`config.mk`:
```
export PLATFORM = sky130hd
export DESIGN_NAME = wsa_adc_frontend
export DESIGN_NICKNAME = d
export VERILOG_FILES = /design/src/rtl/wsa_adc_frontend.sv
export SDC_FILE = /design/constraint.sdc
export NUM_CORES = 1
export LEC_CHECK = 0
export CORE_ASPECT_RATIO = 0.9
export CORE_MARGIN = 2
export CORE_UTILIZATION = 40
export CTS_CLUSTER_SIZE = 28
export DETAILED_ROUTE_END_ITERATION = 16
export GPL_ROUTABILITY_DRIVEN = 0
export GPL_TIMING_DRIVEN = 0
export SETUP_SLACK_MARGIN = 0.05
export SLEW_MARGIN = 20
export SYNTH_ARGS = -nofsm -noshare
export SYNTH_HDL_FRONTEND = slang
export SYNTH_SLANG_ARGS = --single-unit
```
`constraint.sdc`:
```
create_clock -name clock -period 16.9 [get_ports clock]
set_input_delay 1.69 -clock clock [delete_from_list [all_inputs] [get_ports clock]]
set_output_delay 1.69 -clock clock [all_outputs]
set_load 0.01 [all_outputs]
```
`src/rtl/wsa_adc_frontend.sv`:
```
// wsa_adc_frontend: receive-side ADC front end.
// Sign-extends two 12-bit ADC streams, removes a programmable DC offset per
// channel with saturation, routes the corrected samples to the DDC I/Q inputs
// and keeps per-channel signal-strength and overload statistics.
module wsa_adc_frontend #(
  parameter logic [6:0] ADDR_RX_MUX   = 7'd38,
  parameter logic [6:0] ADDR_OFFSET_A = 7'd46,
  parameter logic [6:0] ADDR_OFFSET_B = 7'd47
) (
  input  logic        clock,
  input  logic        reset,
  input  logic        enable,
  input  logic [6:0]  serial_addr,
  input  logic [31:0] serial_data,
  input  logic        serial_strobe,
  input  logic [11:0] rx_a_a,
  input  logic [11:0] rx_b_a,
  output logic [15:0] ddc0_in_i,
  output logic [15:0] ddc0_in_q,
  output logic [3:0]  rx_numchan,
  output logic [31:0] rssi_0,
  output logic [31:0] rssi_1
);

  localparam int DATA_W = 16;

  // Clamp a 17-bit difference into the signed 16-bit range.
  function automatic logic signed [DATA_W-1:0] sat16(input logic signed [DATA_W:0] x);
    if (x[DATA_W] != x[DATA_W-1])
      return x[DATA_W] ? 16'sh8000 : 16'sh7FFF;
    else
      return x[DATA_W-1:0];
  endfunction

  // Absolute value; inputs are sign-extended 12-bit so -x never overflows.
  function automatic logic [DATA_W-1:0] mag16(input logic signed [DATA_W-1:0] x);
    logic signed [DATA_W-1:0] neg;
    neg = -x;
    return x[DATA_W-1] ? $unsigned(neg) : $unsigned(x);
  endfunction

  // Full-scale detect on the original 12-bit code range.
  function automatic logic is_ovf(input logic signed [DATA_W-1:0] x);
    return (x == 16'sh07FF) || (x == 16'shF800);
  endfunction

  logic [31:0]              mux_reg;
  logic signed [DATA_W-1:0] off_a, off_b;

  logic signed [DATA_W-1:0] a_p0, b_p0;
  logic signed [DATA_W-1:0] a_p1, b_p1;
  logic signed [DATA_W-1:0] i_p2, q_p2;
  logic signed [DATA_W:0]   diff_a, diff_b;

  logic [25:0] acc_a, acc_b;
  logic [25:0] oacc_a, oacc_b;

  logic unused_mux_bits;

  // Register bus: each write lands at the edge, so the sample in flight sees the old value.
  always_ff @(posedge clock or posedge reset) begin
    if (reset) begin
      mux_reg <= 32'h0000_0022;
      off_a   <= '0;
      off_b   <= '0;
    end else if (serial_strobe) begin
      if (serial_addr == ADDR_RX_MUX)
        mux_reg <= serial_data;
      else if (serial_addr == ADDR_OFFSET_A)
        off_a <= serial_data[15:0];
      else if (serial_addr == ADDR_OFFSET_B)
        off_b <= serial_data[15:0];
    end
  end

  assign rx_numchan      = mux_reg[3:0];
  assign unused_mux_bits = ^mux_reg[31:7];

  // Offset subtraction at 17 bits so the saturation test sees the true result.
  always_comb begin
    diff_a = {a_p0[DATA_W-1], a_p0} - {off_a[DATA_W-1], off_a};
    diff_b = {b_p0[DATA_W-1], b_p0} - {off_b[DATA_W-1], off_b};
  end

  // Three-stage sample pipeline; every stage holds while enable is low.
  always_ff @(posedge clock or posedge reset) begin
    if (reset) begin
      a_p0 <= '0;
      b_p0 <= '0;
      a_p1 <= '0;
      b_p1 <= '0;
      i_p2 <= '0;
      q_p2 <= '0;
    end else if (enable) begin
      // stage 1: sign-extend raw ADC codes
      a_p0 <= {{4{rx_a_a[11]}}, rx_a_a};
      b_p0 <= {{4{rx_b_a[11]}}, rx_b_a};
      // stage 2: DC offset removal with saturation
      a_p1 <= sat16(diff_a);
      b_p1 <= sat16(diff_b);
      // stage 3: I/Q routing
      i_p2 <= mux_reg[4] ? b_p1 : a_p1;
      if (mux_reg[6])
        q_p2 <= '0;
      else
        q_p2 <= mux_reg[5] ? b_p1 : a_p1;
    end
  end

  assign ddc0_in_i = i_p2;
  assign ddc0_in_q = q_p2;

  // Leaky integrators (time constant 1024 samples) on stage-1 magnitude and overload flag.
  always_ff @(posedge clock or posedge reset) begin
    if (reset) begin
      acc_a  <= '0;
      acc_b  <= '0;
      oacc_a <= '0;
      oacc_b <= '0;
    end else if (enable) begin
      acc_a  <= acc_a + {10'd0, mag16(a_p0)} - (acc_a >> 10);
      acc_b  <= acc_b + {10'd0, mag16(b_p0)} - (acc_b >> 10);
      oacc_a <= oacc_a + (is_ovf(a_p0) ? 26'd1024 : 26'd0) - (oacc_a >> 10);
      oacc_b <= oacc_b + (is_ovf(b_p0) ? 26'd1024 : 26'd0) - (oacc_b >> 10);
    end
  end

  assign rssi_0 = {oacc_a[25:10], acc_a[25:10]};
  assign rssi_1 = {oacc_b[25:10], acc_b[25:10]};

endmodule

```
==> key figures, run 1 <==
Timing
  – Setup violations, final: 0
  – Setup TNS: 0 ps
  – Final Max Tran Viols: 0
  – RSZ-0062 raised after global routing: false
  – Headroom to the max-slew limit: 0.317
  – FMAX: 0.190 GHz
  – Final period util: 0.311
  – Clock skew: 28.8 ps
  – Slew @ Worst Pin: 1020 ps
  – Fin. Hold Viols: 0
  – Crit path time final: 5260 ps

Clock tree
  – Post-cts hold buffer count: 0
  – Post-cts sizing count: 0
  – Clk Latency, worst-skew pair: 590 ps
  – Total CTS buffers: 29
  – Max Buffers Root-to-Sink: 3
  – Htree depth: 1
  – Root Buffer Master: clkbuf_16
  – CTS Sinks: 231
  – CTS tree: yes
  – Setup bufs post-CTS: 0
  – CTS clk-pin slew, worst paths: 60 ps

Layout
  – Final Instance Area: 20,900 um^2
  – Fraction of layout cells with a size suffix above 1: 0.108
  – Syn-to-layout area delta: 18.9%
  – Final #Nets: 2,368
  – Antenna diodes: 0
  – Fill count: 4,137

Setup path
  – Slowest cell on the critical path: or4b_2
  – Slowest stage delay, CP: 650 ps
  – Worst Path Arrival: 5690 ps
  – Type of origin of the critical path: flip-flop
  – CP required: 17,330 ps
  – CP delay by family, top: compound AO/OA/AOI/OAI gates
  – Crit-path max FO: 6
  – CP Class: flip-flop to flip-flop
  – Crit path cell chain: inv_1 -> ha_1 -> nand2_1 -> or3_1 -> or4b_2 -> o21ai_0 -> fa_1 -> ha_1 -> or2_2 -> a21oi_1 -> a31oi_1 -> a221o_1 -> a311oi_1 -> xor2_1 -> mux2i_1
  – Crit path top cell by count: ha_1
  – Crit path buffers/inverters: 1
  – Kind of end point of the critical path: flip-flop

Synth
  – Post-synth EDFFs: 0
  – Yosys warning total: 0
  – Syn Area/Cell: 9.23 um^2
  – Synth async-reset ratio: 1.00
  – Share of the synthesized area in the top cell type: 0.326
  – FF+latch count, synth: 231
  – Register area share after synthesis: 0.329
  – Cell Area, Synth: 17,600 um^2
  – Synth Instances: 1,908
  – Top post-synthesis cells by area: dfrtp_1, ha_1, mux2_2, inv_1, fa_1
  – Top_reg_cell synth: dfrtp_1
  – Synth cell types: 77
  – Yosys top cell by area: dfrtp_1

Route
  – DR vias/cell: 5.37
  – Iteration-0 DRC Markers: 1,030
  – Antenna-violating nets left: 0
  – Routed WL: 50.5 mm
  – DR pass1 iterations: 7
  – Vias: 14,400
  – DR WL/cell: 18.9 um
  – Drc violations: 0

Global routing
  – Tot GR Track Use: 0.224
  – First-pass GRT wire length: 80.2 mm
  – Vias in the first global route: 14,500
  – Initial antenna violation count: 0
  – Largest net degree at the start of global routing: 87
  – Grt total ovfl: 0

Outcome
  – Outcome: finished clean

Floorplanning
  – Core Footprint: 43,200 um^2
  – Starting Density: 0.407
  – Die footprint: 45,700 um^2
  – Die Width: 225 um
  – # rows: 72
  – Die height: 203 um
  – Number of top-level pins: 167

Pwr
  – Lkg Pwr: 0.00975 uW
  – Max VDD drop: 0.132 mV
  – Pwr per Cell Area: 248 nW/um^2

Place
  – Port Buffer Count: 149
  – Post-DP Area: 19,900 um^2
  – DP Wirelength: 39.3 mm

Min path
  – Hold WC Path Type: flip-flop to flip-flop

Flow run
  – Max Cap Viol: 0
[cell usage in the layout, fill, tap and decap left out, types with 16 or more instances in the layout]
cell             netlist  layout
nor2_1               108     108
mux2i_1               51      51
o21a_1                17      17
a21oi_1              139     139
buf_4                 68      68
o2bb2ai_1             30      30
nand3_1               32      32
clkbuf_16              0      29
xnor2_1               64      64
clkbuf_1              31      33
nand2b_1              18      18
or3_1                 16      16
inv_1                210     209
dfrtp_1              229     229
mux2_2                72      72
xor2_1                51      51
fa_1                  38      38
a21o_1                50      50
o21ai_0              134     134
clkdlybuf4s50_1        0     149
nand2_1              132     132
buf_1                 19      19
ha_1                 166     166
nor3_1                18      18
[worst paths after layout]
check                               from       endpoint  slack [ps]  depth (start not counted)
setup / recovery                 a_p0[1]     oacc_a[24]       11640                         15
hold / removal             ddc0_in_q[13]  ddc0_in_q[13]         490                          1
setup reg to reg                 a_p0[1]     oacc_a[24]       11640                         15
hold reg to reg            ddc0_in_q[13]  ddc0_in_q[13]         490                          1
max in group asynchronous          reset      oacc_b[8]       14090                          4
min in group asynchronous          reset       b_p0[10]        1550                          2
[through the flow]
stage                     total power, uW  setup slack [ps]  hold WS (ps)   util  instances
after floorplan                      3600              8880           470      -       1915
after global placement               4400              5330           475  0.458       2619
after detailed placement             4480             11710           476  0.460       2621
after CTS                            5200             11700           494  0.484       2674
after global routing                 5720             11340           508  0.484       2674
final                                5190             11640           493  0.484       2674
[metal layers]
metal / GRT usage / vias to the layer above / share of wire / wire [um]
met1: 0.321 / 6929 / 0.48 / 24400
met5: 0.00215 / - / 0 / 0
met4: 0.0624 / 0 / 0.030 / 1510
met3: 0.0384 / 80 / 0.054 / 2730
li1: - / 6980 / - / -
met2: 0.347 / 365 / 0.43 / 21800
[synth_stat cells, types with 6 or more instances]
| library cell | instances |
|---|---|
| o31ai_1 | 14 |
| mux2i_1 | 51 |
| clkbuf_1 | 31 |
| buf_1 | 19 |
| o21ai_0 | 134 |
| a31o_2 | 6 |
| nand3b_1 | 6 |
| a211oi_1 | 15 |
| fa_1 | 38 |
| nand2_1 | 132 |
| and3_1 | 11 |
| xnor2_1 | 64 |
| xor2_1 | 51 |
| mux2_2 | 72 |
| nor2b_1 | 13 |
| inv_1 | 210 |
| a21o_1 | 50 |
| o2bb2ai_1 | 30 |
| nor2_1 | 108 |
| a21boi_0 | 6 |
| a21oi_1 | 139 |
| nor3_1 | 18 |
| buf_4 | 68 |
| nand2b_1 | 18 |
| nand3_1 | 32 |
| o21bai_1 | 14 |
| o211ai_1 | 10 |
| nand4_1 | 15 |
| o21a_1 | 17 |
| dfrtp_1 | 229 |
| or3_1 | 16 |
| a31oi_1 | 10 |
| maj3_1 | 6 |
| ha_1 | 166 |
[cell type report]
type	instances	area [um^2]	share of cell area
inverter	210	796	0.0380
tap	555	694	0.0332
timing repair buffer	151	1550	0.0739
clock inverter	18	262	0.0125
clock buffer	35	788	0.0377
sequential	231	5780	0.276
buffer	123	729	0.0349
multi-input combinational	1351	10300	0.494
[power by group]
part / total [uW] / internal [uW] / switching, uW / leakage, uW
logic: 3510 / 1650 / 1860 / 0.00651
clock network: 687 / 423 / 263 / 0.000507
registers: 993 / 770 / 223 / 0.00273
total: 5190 / 2850 / 2350 / 0.00975
[logic make-up (layout without fill, tap and decap cells)]
logic type	count (synthesis)	after routing	synth area share
multiplexers	123	123	0.0751
buffers and inverters	333	537	0.0862
AND/OR/NAND/NOR	401	401	0.109
flip-flops	231	231	0.329
other	1	8	0.000213
AO/OA/AOI/OAI	493	493	0.178
XOR/XNOR	116	116	0.0588
adder cells (fa/ha/maj)	210	210	0.165
Note: power is estimated with default switching activity, not from simulation.
==> inputs of run 2 (changes only) <==
- clock period: 16.9 -> 5 ns (I/O delays scaled with it)
==> key figures, run 2 (synthesis gave the netlist of run 1 again) <==
Clock tree
  – Post-cts hold buffer count: 0 (unchanged)
  – Root Buffer Master: clkbuf_16 (unchanged)
  – CTS clk-pin slew, worst paths: 60 ps (about the same)
  – Total CTS buffers: 28 (was 29)
  – Clk Latency, worst-skew pair: 560 ps (was 590 ps)
  – Htree depth: 1 (unchanged)
  – CTS tree: yes (unchanged)
  – CTS Sinks: 231 (unchanged)
  – Max Buffers Root-to-Sink: 3 (unchanged)

Floorplanning
  – Die Width: 225 um (unchanged)
  – Number of top-level pins: 167 (unchanged)
  – # rows: 72 (unchanged)
  – Die footprint: 45,700 um^2 (unchanged)
  – Die height: 203 um (unchanged)
  – Starting Density: 0.407 (unchanged)
  – Core Footprint: 43,200 um^2 (unchanged)

Pwr
  – Pwr per Cell Area: 839 nW/um^2 (was 248 nW/um^2)
  – Max VDD drop: 0.435 mV (was 0.132 mV)
  – Lkg Pwr: 0.00981 uW (was 0.00975 uW)

Layout
  – Fill count: 4,111 (was 4,137)
  – Syn-to-layout area delta: 20.0% (was 18.9%)
  – Post-layout util: 0.488 (was 0.484)
  – Fraction of layout cells with a size suffix above 1: 0.116 (was 0.108)
  – Commonest non-fill, non-tap cell in the layout: dfrtp_1 (unchanged)
  – Antenna diodes: 0 (unchanged)
  – Most frequent cells in the layout: dfrtp_1, inv_1, ha_1 (unchanged)
  – Final #Nets: 2,374 (was 2,368)

Setup path
  – Reg2reg path depth: 16 (was 15)
  – Type of origin of the critical path: flip-flop (unchanged)
  – CP required: 5400 ps (was 17,330 ps)
  – Kind of end point of the critical path: flip-flop (unchanged)
  – CP Class: flip-flop to flip-flop (unchanged)
  – Worst Path Arrival: 5180 ps (was 5690 ps)
  – Crit-path max FO: 6 (unchanged)
  – FF-to-FF setup slack: 220 ps (was 11,640 ps)
  – FF-to-FF Start: a_p0[4] (was a_p0[1])
  – Reg2Reg Capture Point: acc_a[24] (was oacc_a[24])
  – Crit path capture: acc_a[24] (was oacc_a[24])
  – Setup crit start: a_p0[4] (was a_p0[1])

Route
  – DR vias/cell: 5.41 (was 5.37)
  – Antenna-violating nets left: 0 (unchanged)
  – Routed WL: 51.1 mm (was 50.5 mm)
  – DR WL/cell: 19.1 um (was 18.9 um)
  – DR pass1 iterations: 6 (was 7)
  – Iteration-0 DRC Markers: 874 (was 1,030)
  – Vias: 14,500 (was 14,400)
  – Drc violations: 0 (unchanged)

Timing
  – Final Max Tran Viols: 0 (unchanged)
  – Crit path time final: 4780 ps (was 5260 ps)
  – Headroom to the max-slew limit: 0.260 (was 0.317)
  – Clock skew: 18.4 ps (was 28.8 ps)
  – RSZ-0062 raised after global routing: true (was false)
  – Setup violations, final: 0 (unchanged)
  – Setup TNS: 0 ps (unchanged)
  – FMAX: 0.209 GHz (was 0.190 GHz)
  – Fin. Hold Viols: 0 (unchanged)
  – Slew @ Worst Pin: 1110 ps (was 1020 ps)
  – Final period util: 0.957 (was 0.311)

Global routing
  – Grt total ovfl: 0 (unchanged)
  – Tot GR Track Use: 0.226 (was 0.224)
  – Largest net degree at the start of global routing: 34 (was 87)
  – First-pass GRT wire length: 81.4 mm (was 80.2 mm)
  – Vias in the first global route: 14,500 (about the same)
  – Initial antenna violation count: 0 (unchanged)

Min path
  – Hold WC Path Type: primary input to asynchronous set/reset pin (was flip-flop to flip-flop)

Place
  – Port Buffer Count: 149 (unchanged)
  – DP Wirelength: 39.7 mm (was 39.3 mm)

Outcome
  – Outcome: finished clean (unchanged)

Flow run
  – Max Cap Viol: 0 (unchanged)
==> run 2: worst min-delay path by stage <==
stage / cells after the start / slack [ps] / endpoint
final: 2 / 210 / b_p0[10]
after global routing: 2 / 250 / off_b[6]
after CTS: 2 / 210 / b_p0[10]
after detailed placement: 1 / 490 / ddc0_in_q[5]
after global placement: 1 / 480 / ddc0_in_q[4]
after floorplan: 1 / 470 / mux_reg[6]
==> run 2: power by group <==
part / internal (uW) / leakage (uW) / switching, uW
Clock: 1430 / 0.000505 / 865
Sequential: 2600 / 0.00273 / 767
Combinational: 5650 / 0.00658 / 6400
==> run 2: final cells by class <==
class	count	area, um^2	area share
flip-flops and latches	231	5780	0.274
clock inverters	15	245	0.0116
plain buffers	123	729	0.0345
multi-input cells	1351	10400	0.493
clock buffers	37	796	0.0377
inverters	210	792	0.0375
repair buffers	158	1670	0.0789
well taps	555	694	0.0329
==> run 2: critical path, stage by stage, from the launching register on <==
cell and delay, ps:
dfrtp_1 480, nor3_2 260, nand2_1 90, or3_1 370, or4b_2 710, fa_1 520, inv_1 40, ha_1 300
a21oi_1 150, o21ai_0 100, a221o_1 370, a211oi_1 300, a21oi_1 190, a211oi_2 340, a21oi_1 130, xnor2_1 180
a21oi_1 90
==> run 2: per-layer routing <==
| layer | part of all wire | global-route usage | up-vias |
|---|---|---|---|
| met5 | 0 | 0 | - |
| met2 | 0.44 | 0.359 | 374 |
| li1 | - | - | 6987 |
| met4 | 0.024 | 0.0523 | 0 |
| met1 | 0.49 | 0.333 | 7076 |
| met3 | 0.043 | 0.0219 | 70 |
==> run 2: what timing repair did <==
action	4_1_cts	5_1_grt
pin swaps	0	4
endpoints found under the setup margin	2	16
setup buffers	0	1
resized for setup	1	16
==> run 2: metrics by stage <==
stage	total power [uW]	setup WS [ps]	cells	hold slack (ps)	cell area (um^2)
detailed placement	15200	-77.9	2627	490	20000
global route	19500	-16.1	2680	248	21100
CTS	17600	105	2679	205	21000
floorplan	12200	760	1915	470	17600
finish	17700	216	2680	214	21100
global placement	14900	-537	2619	482	19800
==> inputs of run 3 (changes only) <==
==> constraint.sdc (replaced) <==
create_clock -name clock -period 5 [get_ports clock]
set_input_delay 1.5 -clock clock [delete_from_list [all_inputs] [get_ports clock]]
set_output_delay 1.5 -clock clock [all_outputs]
set_load 0.01 [all_outputs]
==> results of run 3 <==
The final DEF is identical to that of run 2. Status: finished clean.
Among the figures that moved: hold slack 214 ps -> 496 ps
